File: src/rtl/seq_divider.sv
// seq_divider: iterative radix-2 restoring divider.
// Divides a 2W-bit dividend by a W-bit divisor, one quotient bit per clock,
// MSB first. Divide-by-zero and quotient overflow are detected at accept time
// and answered in one cycle. Valid/ready handshake on both sides.
module seq_divider #(
  parameter int W = 4
) (
  input  logic           clk,
  input  logic           rst_n,
  input  logic           in_valid,
  output logic           in_ready,
  input  logic [2*W-1:0] dividend,
  input  logic [W-1:0]   divisor,
  output logic           out_valid,
  input  logic           out_ready,
  output logic [W-1:0]   quotient,
  output logic [W-1:0]   remainder,
  output logic           div_by_zero,
  output logic           overflow
);

  localparam int CW = $clog2(W + 1);

  typedef enum logic [1:0] {IDLE, CALC, DONE} state_t;

  state_t         state, state_nxt;
  logic [W:0]     rem_p;     // partial remainder, one guard bit
  logic [W-1:0]   shreg;     // low dividend half, consumed MSB first
  logic [W-1:0]   dvs;       // divisor captured at accept
  logic [CW-1:0]  cnt;       // iterations left
  logic [W:0]     trial;
  logic [W:0]     diff;
  logic           qbit;
  logic           zero_in;
  logic           ovf_in;

  assign zero_in = (divisor == '0);
  // Quotient fits in W bits only if the upper dividend half is below divisor.
  assign ovf_in  = (dividend[2*W-1:W] >= divisor);
  assign trial   = {rem_p[W-1:0], shreg[W-1]};
  assign diff    = trial - {1'b0, dvs};
  assign qbit    = (trial >= {1'b0, dvs});

  // State register.
  always_ff @(posedge clk or negedge rst_n) begin
    if (!rst_n) state <= IDLE;
    else        state <= state_nxt;
  end

  // Next state and handshake outputs.
  always_comb begin
    state_nxt = state;
    in_ready  = 1'b0;
    out_valid = 1'b0;
    case (state)
      IDLE: begin
        in_ready = 1'b1;
        if (in_valid) begin
          if (zero_in || ovf_in) state_nxt = DONE;
          else                   state_nxt = CALC;
        end
      end
      CALC: begin
        if (cnt == CW'(1)) state_nxt = DONE;
      end
      DONE: begin
        out_valid = 1'b1;
        if (out_ready) state_nxt = IDLE;
      end
      default: state_nxt = IDLE;
    endcase
  end

  // Operand capture, restoring iteration and result registers.
  always_ff @(posedge clk or negedge rst_n) begin
    if (!rst_n) begin
      rem_p       <= '0;
      shreg       <= '0;
      dvs         <= '0;
      cnt         <= '0;
      quotient    <= '0;
      remainder   <= '0;
      div_by_zero <= 1'b0;
      overflow    <= 1'b0;
    end else begin
      case (state)
        IDLE: begin
          if (in_valid) begin
            dvs         <= divisor;
            div_by_zero <= 1'b0;
            overflow    <= 1'b0;
            if (zero_in) begin
              div_by_zero <= 1'b1;
              quotient    <= '1;
              remainder   <= dividend[W-1:0];
            end else if (ovf_in) begin
              overflow    <= 1'b1;
              quotient    <= '1;
              remainder   <= dividend[W-1:0];
            end else begin
              rem_p    <= {1'b0, dividend[2*W-1:W]};
              shreg    <= dividend[W-1:0];
              cnt      <= CW'(W);
              quotient <= '0;
            end
          end
        end
        CALC: begin
          rem_p    <= qbit ? diff : trial;
          shreg    <= {shreg[W-2:0], 1'b0};
          quotient <= {quotient[W-2:0], qbit};
          cnt      <= cnt - CW'(1);
          // Final remainder is below divisor, so the guard bit is zero.
          if (cnt == CW'(1)) remainder <= qbit ? diff[W-1:0] : trial[W-1:0];
        end
        default: ;
      endcase
    end
  end

endmodule

File: config.mk
export PLATFORM = sky130hd
export DESIGN_NAME = seq_divider
export DESIGN_NICKNAME = d
export VERILOG_FILES = /design/src/rtl/seq_divider.sv
export SDC_FILE = /design/constraint.sdc
export NUM_CORES = 1
export LEC_CHECK = 0
export CAP_MARGIN = 20
export CORE_AREA = 10 10 75 64
export CTS_CLUSTER_DIAMETER = 100
export DETAILED_ROUTE_END_ITERATION = 8
export DIE_AREA = 0 0 85 74
export PLACE_DENSITY_LB_ADDON = 0.05
export SETUP_SLACK_MARGIN = 0.5
export SLEW_MARGIN = 20
export SYNTH_ARGS = -nofsm -noshare
export SYNTH_HDL_FRONTEND = slang
export SYNTH_SLANG_ARGS = --single-unit
File: constraint.sdc
create_clock -name clk -period 2.7 [get_ports clk]
set_clock_uncertainty 0.15 [all_clocks]
set_input_delay 0.27 -clock clk [delete_from_list [all_inputs] [get_ports clk]]
set_output_delay 0.27 -clock clk [all_outputs]
set_load 0.01 [all_outputs]
==> flow_summary_export.csv <==
group,metric,value,unit
pwr,switching_share,41.14,%
finish,fillers,277,
sta,maxSlewHeadroom,65.65,%
sta,drv_slew,0,
route,vias,1423,
yosys,synth.avg_cell_area,9.806,um2
floorplanning,io_pins,28,
sta,grt_setup_unrepaired,"no",
worst_setup_path,arrival,2150,ps
clock_network,clk_path_buf_depth,2,
clock_network,cts_tree,"yes",
route,ant_nets,0,
finish,area_growth,24.78,%
clock_network,h-tree-depth,1,
finish,ff_latch_area,676.9,um2
sta,timing_hold_violations_final,0,
sta,setup_ws,577.5,ps
pwr,leakagePower,0.9110,nW
place,io_buffers,27,
global_route,grt_pass1_vias,1349,
flow_run,drv_cap,0,
finish,multi_input_area,935.9,um2
finish,instances_no_fill,244,
route,viasPerCell,5.832,
yosys,synth-async-reset-ratio,100.0,%
route,drt_iter0_markers,73,
clock_network,clk_pin_slew,100,ps
yosys,synth_edf_count,0,
pwr,p_int,1.413,mW
yosys,yosys_warnings,0,
pwr,power_frac_comb,58.8,%
floorplanning,die_w,85,um
sta,worst_pin_slew,515.3,ps
pwr,power_density,1141,nW/um2
floorplanning,core_area,3352,um2
clock_network,clock_sinks,27,
yosys,yosysTopAreaCell,"dfrtp_1",
min_path,hold_class,"in2async",
route,drtPass1Iterations,4,
yosys,synth.area.top_cells,"dfrtp_1 40%, ha_1 7.4%, inv_1 4.0%",
finish,diodes,0,
status,outcome,"completed",
worst_setup_path,worstPathMaxFanout,4,
floorplanning,rows,19,
yosys,ys.flop_type,"dfrtp_1",
sta,setup_viol,0,
worst_setup_path,criticalPathCategory,"reg2reg",
clock_network,cts_inserted_buffers,3,
yosys,synth_fp_nets,199,
route,drc,0,
global_route,grt_pass1_wl,6.748,mm
sta,tns,0,ps
floorplanning,initial_utilization,50.32,%
route,wl_per_cell,16.82,um
yosys,synth_top_area_share,40.06,%
sta,period_needed,2122,ps
worst_setup_path,crit_required,2720,ps
global_route,overflow,0,
finish,postLayoutCoreUtil,62.78,%
place,dp.cells,239,
floorplanning,die_h,74,um
yosys,ys_types,44,
finish,drive_gt1_share,13.37,%
worst_setup_path,cp-end-kind,"register",
place,place.gp.congestion,0.8511,
pwr,clkPwrFrac,9.9,%
clock_network,holdBufCountCts,0,
yosys,synth_cells,172,
pwr,switchingPower,0.9879,mW
finish,nets,230,
pwr,total_power,2.401,mW
pwr,seqPwrFrac,31.3,%
clock_network,clockRootBuffer,"clkbuf_8",
worst_setup_path,start_kind,"register",
sta,fin_crit_sh,78.61,%
yosys,synth-seq-area-share,40.06,%
place,place_ws,243.0,ps
pwr,vdd_drop_max,0.5238,mV
global_route,grt_max_degree,28,
route,routed_wl,4.103,mm
place,place_hpwl,3.165,mm
clock_network,clkLatencyLatePin,280,ps
global_route,track_usage,13.17,%
floorplanning,dieArea,6290,um2
yosys,synthesis.area,1687,um2
sta,fmax,471.1,MHz
global_route,antenna_found_initial,0,
yosys,synth_seq_cells,27,
==> cell usage in the layout, fill, tap and decap left out, types with 2 or more instances in the layout <==
| cell | instances |
|---|---|
| o21ai_0 | 9 |
| and2b_1 | 2 |
| ha_1 | 8 |
| clkbuf_8 | 3 |
| buf_4 | 7 |
| mux2_2 | 2 |
| and2_1 | 4 |
| nand2_1 | 17 |
| a21o_1 | 2 |
| mux2i_1 | 2 |
| nand2b_1 | 5 |
| o311ai_0 | 3 |
| a221o_1 | 4 |
| clkdlybuf4s50_1 | 27 |
| dfrtp_1 | 26 |
| and3_1 | 2 |
| nand3_1 | 3 |
| mux2i_2 | 2 |
| inv_1 | 18 |
| or4_4 | 2 |
| a311o_1 | 3 |
| nand4_1 | 4 |
| o31ai_1 | 2 |
| a21oi_1 | 6 |
| a2bb2oi_1 | 2 |
| o32ai_1 | 4 |
| o22ai_1 | 3 |
| a31oi_1 | 3 |
| nor2_1 | 4 |
==> state kept, by name (all words and copies together), names as in the netlist <==
register     cells
dvs              4
quotient         4
rem_p            4
remainder        4
shreg            4
cnt              3
state            2
div_by_zero      1
overflow         1
==> metrics by stage <==
step / hold WS (ps) / cell area [um2]
5_1_grt: 244.6 / 2105
4_1_cts: 216.8 / 2072
3_3_place_gp: 319.0 / 2012
6_report: 207.2 / 2105
2_1_floorplan: -175.6 / 1687
3_5_place_dp: 320.4 / 2012
==> cells by family after synthesis <==
family,count (synthesis),share of synthesized area (%)
DFF,27,40.06
xor gates and xnor gates,1,0.5194
and+or+nand+nor,50,16.17
AOI/OAI and AO/OA,51,24.41
muxes,6,3.709
buffers and inverters,26,6.528
adders and majority gates,11,8.605
==> path summary, 6_finish.rpt <==
path / start / endpoint / slack (ps) / depth (start not counted)
max: rem_p[0] / rem_p[3] / 580 / 5
min: rst_n / state[1] / 210 / 2
max reg2reg: rem_p[0] / rem_p[3] / 580 / 5
min reg2reg: dvs[1] / dvs[1] / 330 / 2
max in group asynchronous: rst_n / rem_p[0] / 1920 / 2
min in group clk: dvs[1] / dvs[1] / 330 / 2
==> power by group through the flow <==
stage                     clock network [mW]  logic (mW)  registers (mW)
after floorplan                            0       0.895           0.748
after global placement                     0        1.30           0.744
after detailed placement                   0        1.33           0.748
after CTS                              0.247        1.37           0.745
after global routing                   0.262        1.56           0.776
final                                  0.237        1.41           0.752
==> layout make-up <==
cell class / instances / area share, %
Multi-Input combinational cell: 119 / 44.47
Clock inverter: 1 / 0.3567
Timing Repair Buffer: 34 / 15.34
Clock buffer: 3 / 1.962
Tap cell: 42 / 2.497
Sequential cell: 27 / 32.16
Inverter: 18 / 3.210
==> repair_timing <==
action	CTS	global route
gates resized for setup	1	9
pin swaps	1	1
setup endpoints to repair	2	14
buffers inserted	1	0
==> critical path, cell delays in order (launching register included) <==
cell and delay, ps:
dfrtp_2 450, ha_1 330, and3b_1 190, or4_4 470, and3_1 160, a221o_1 250
==> synthesized netlist by cell type (all sizes together) (5+ instances only) <==
library cell	number
ha	10
a21oi	6
buf	5
nand2b	5
nand2	17
inv	18
dfrtp	27
o21ai	10
==> routing by layer <==
metal | GRT usage, % | share of wire [%]
met1 | 18.75 | 51
met3 | 4.476 | 7.0
met5 | 0 | 0
met2 | 18.11 | 41
met4 | 4.197 | 1.1
No activity file was read; power rests on OpenSTA's default activity.
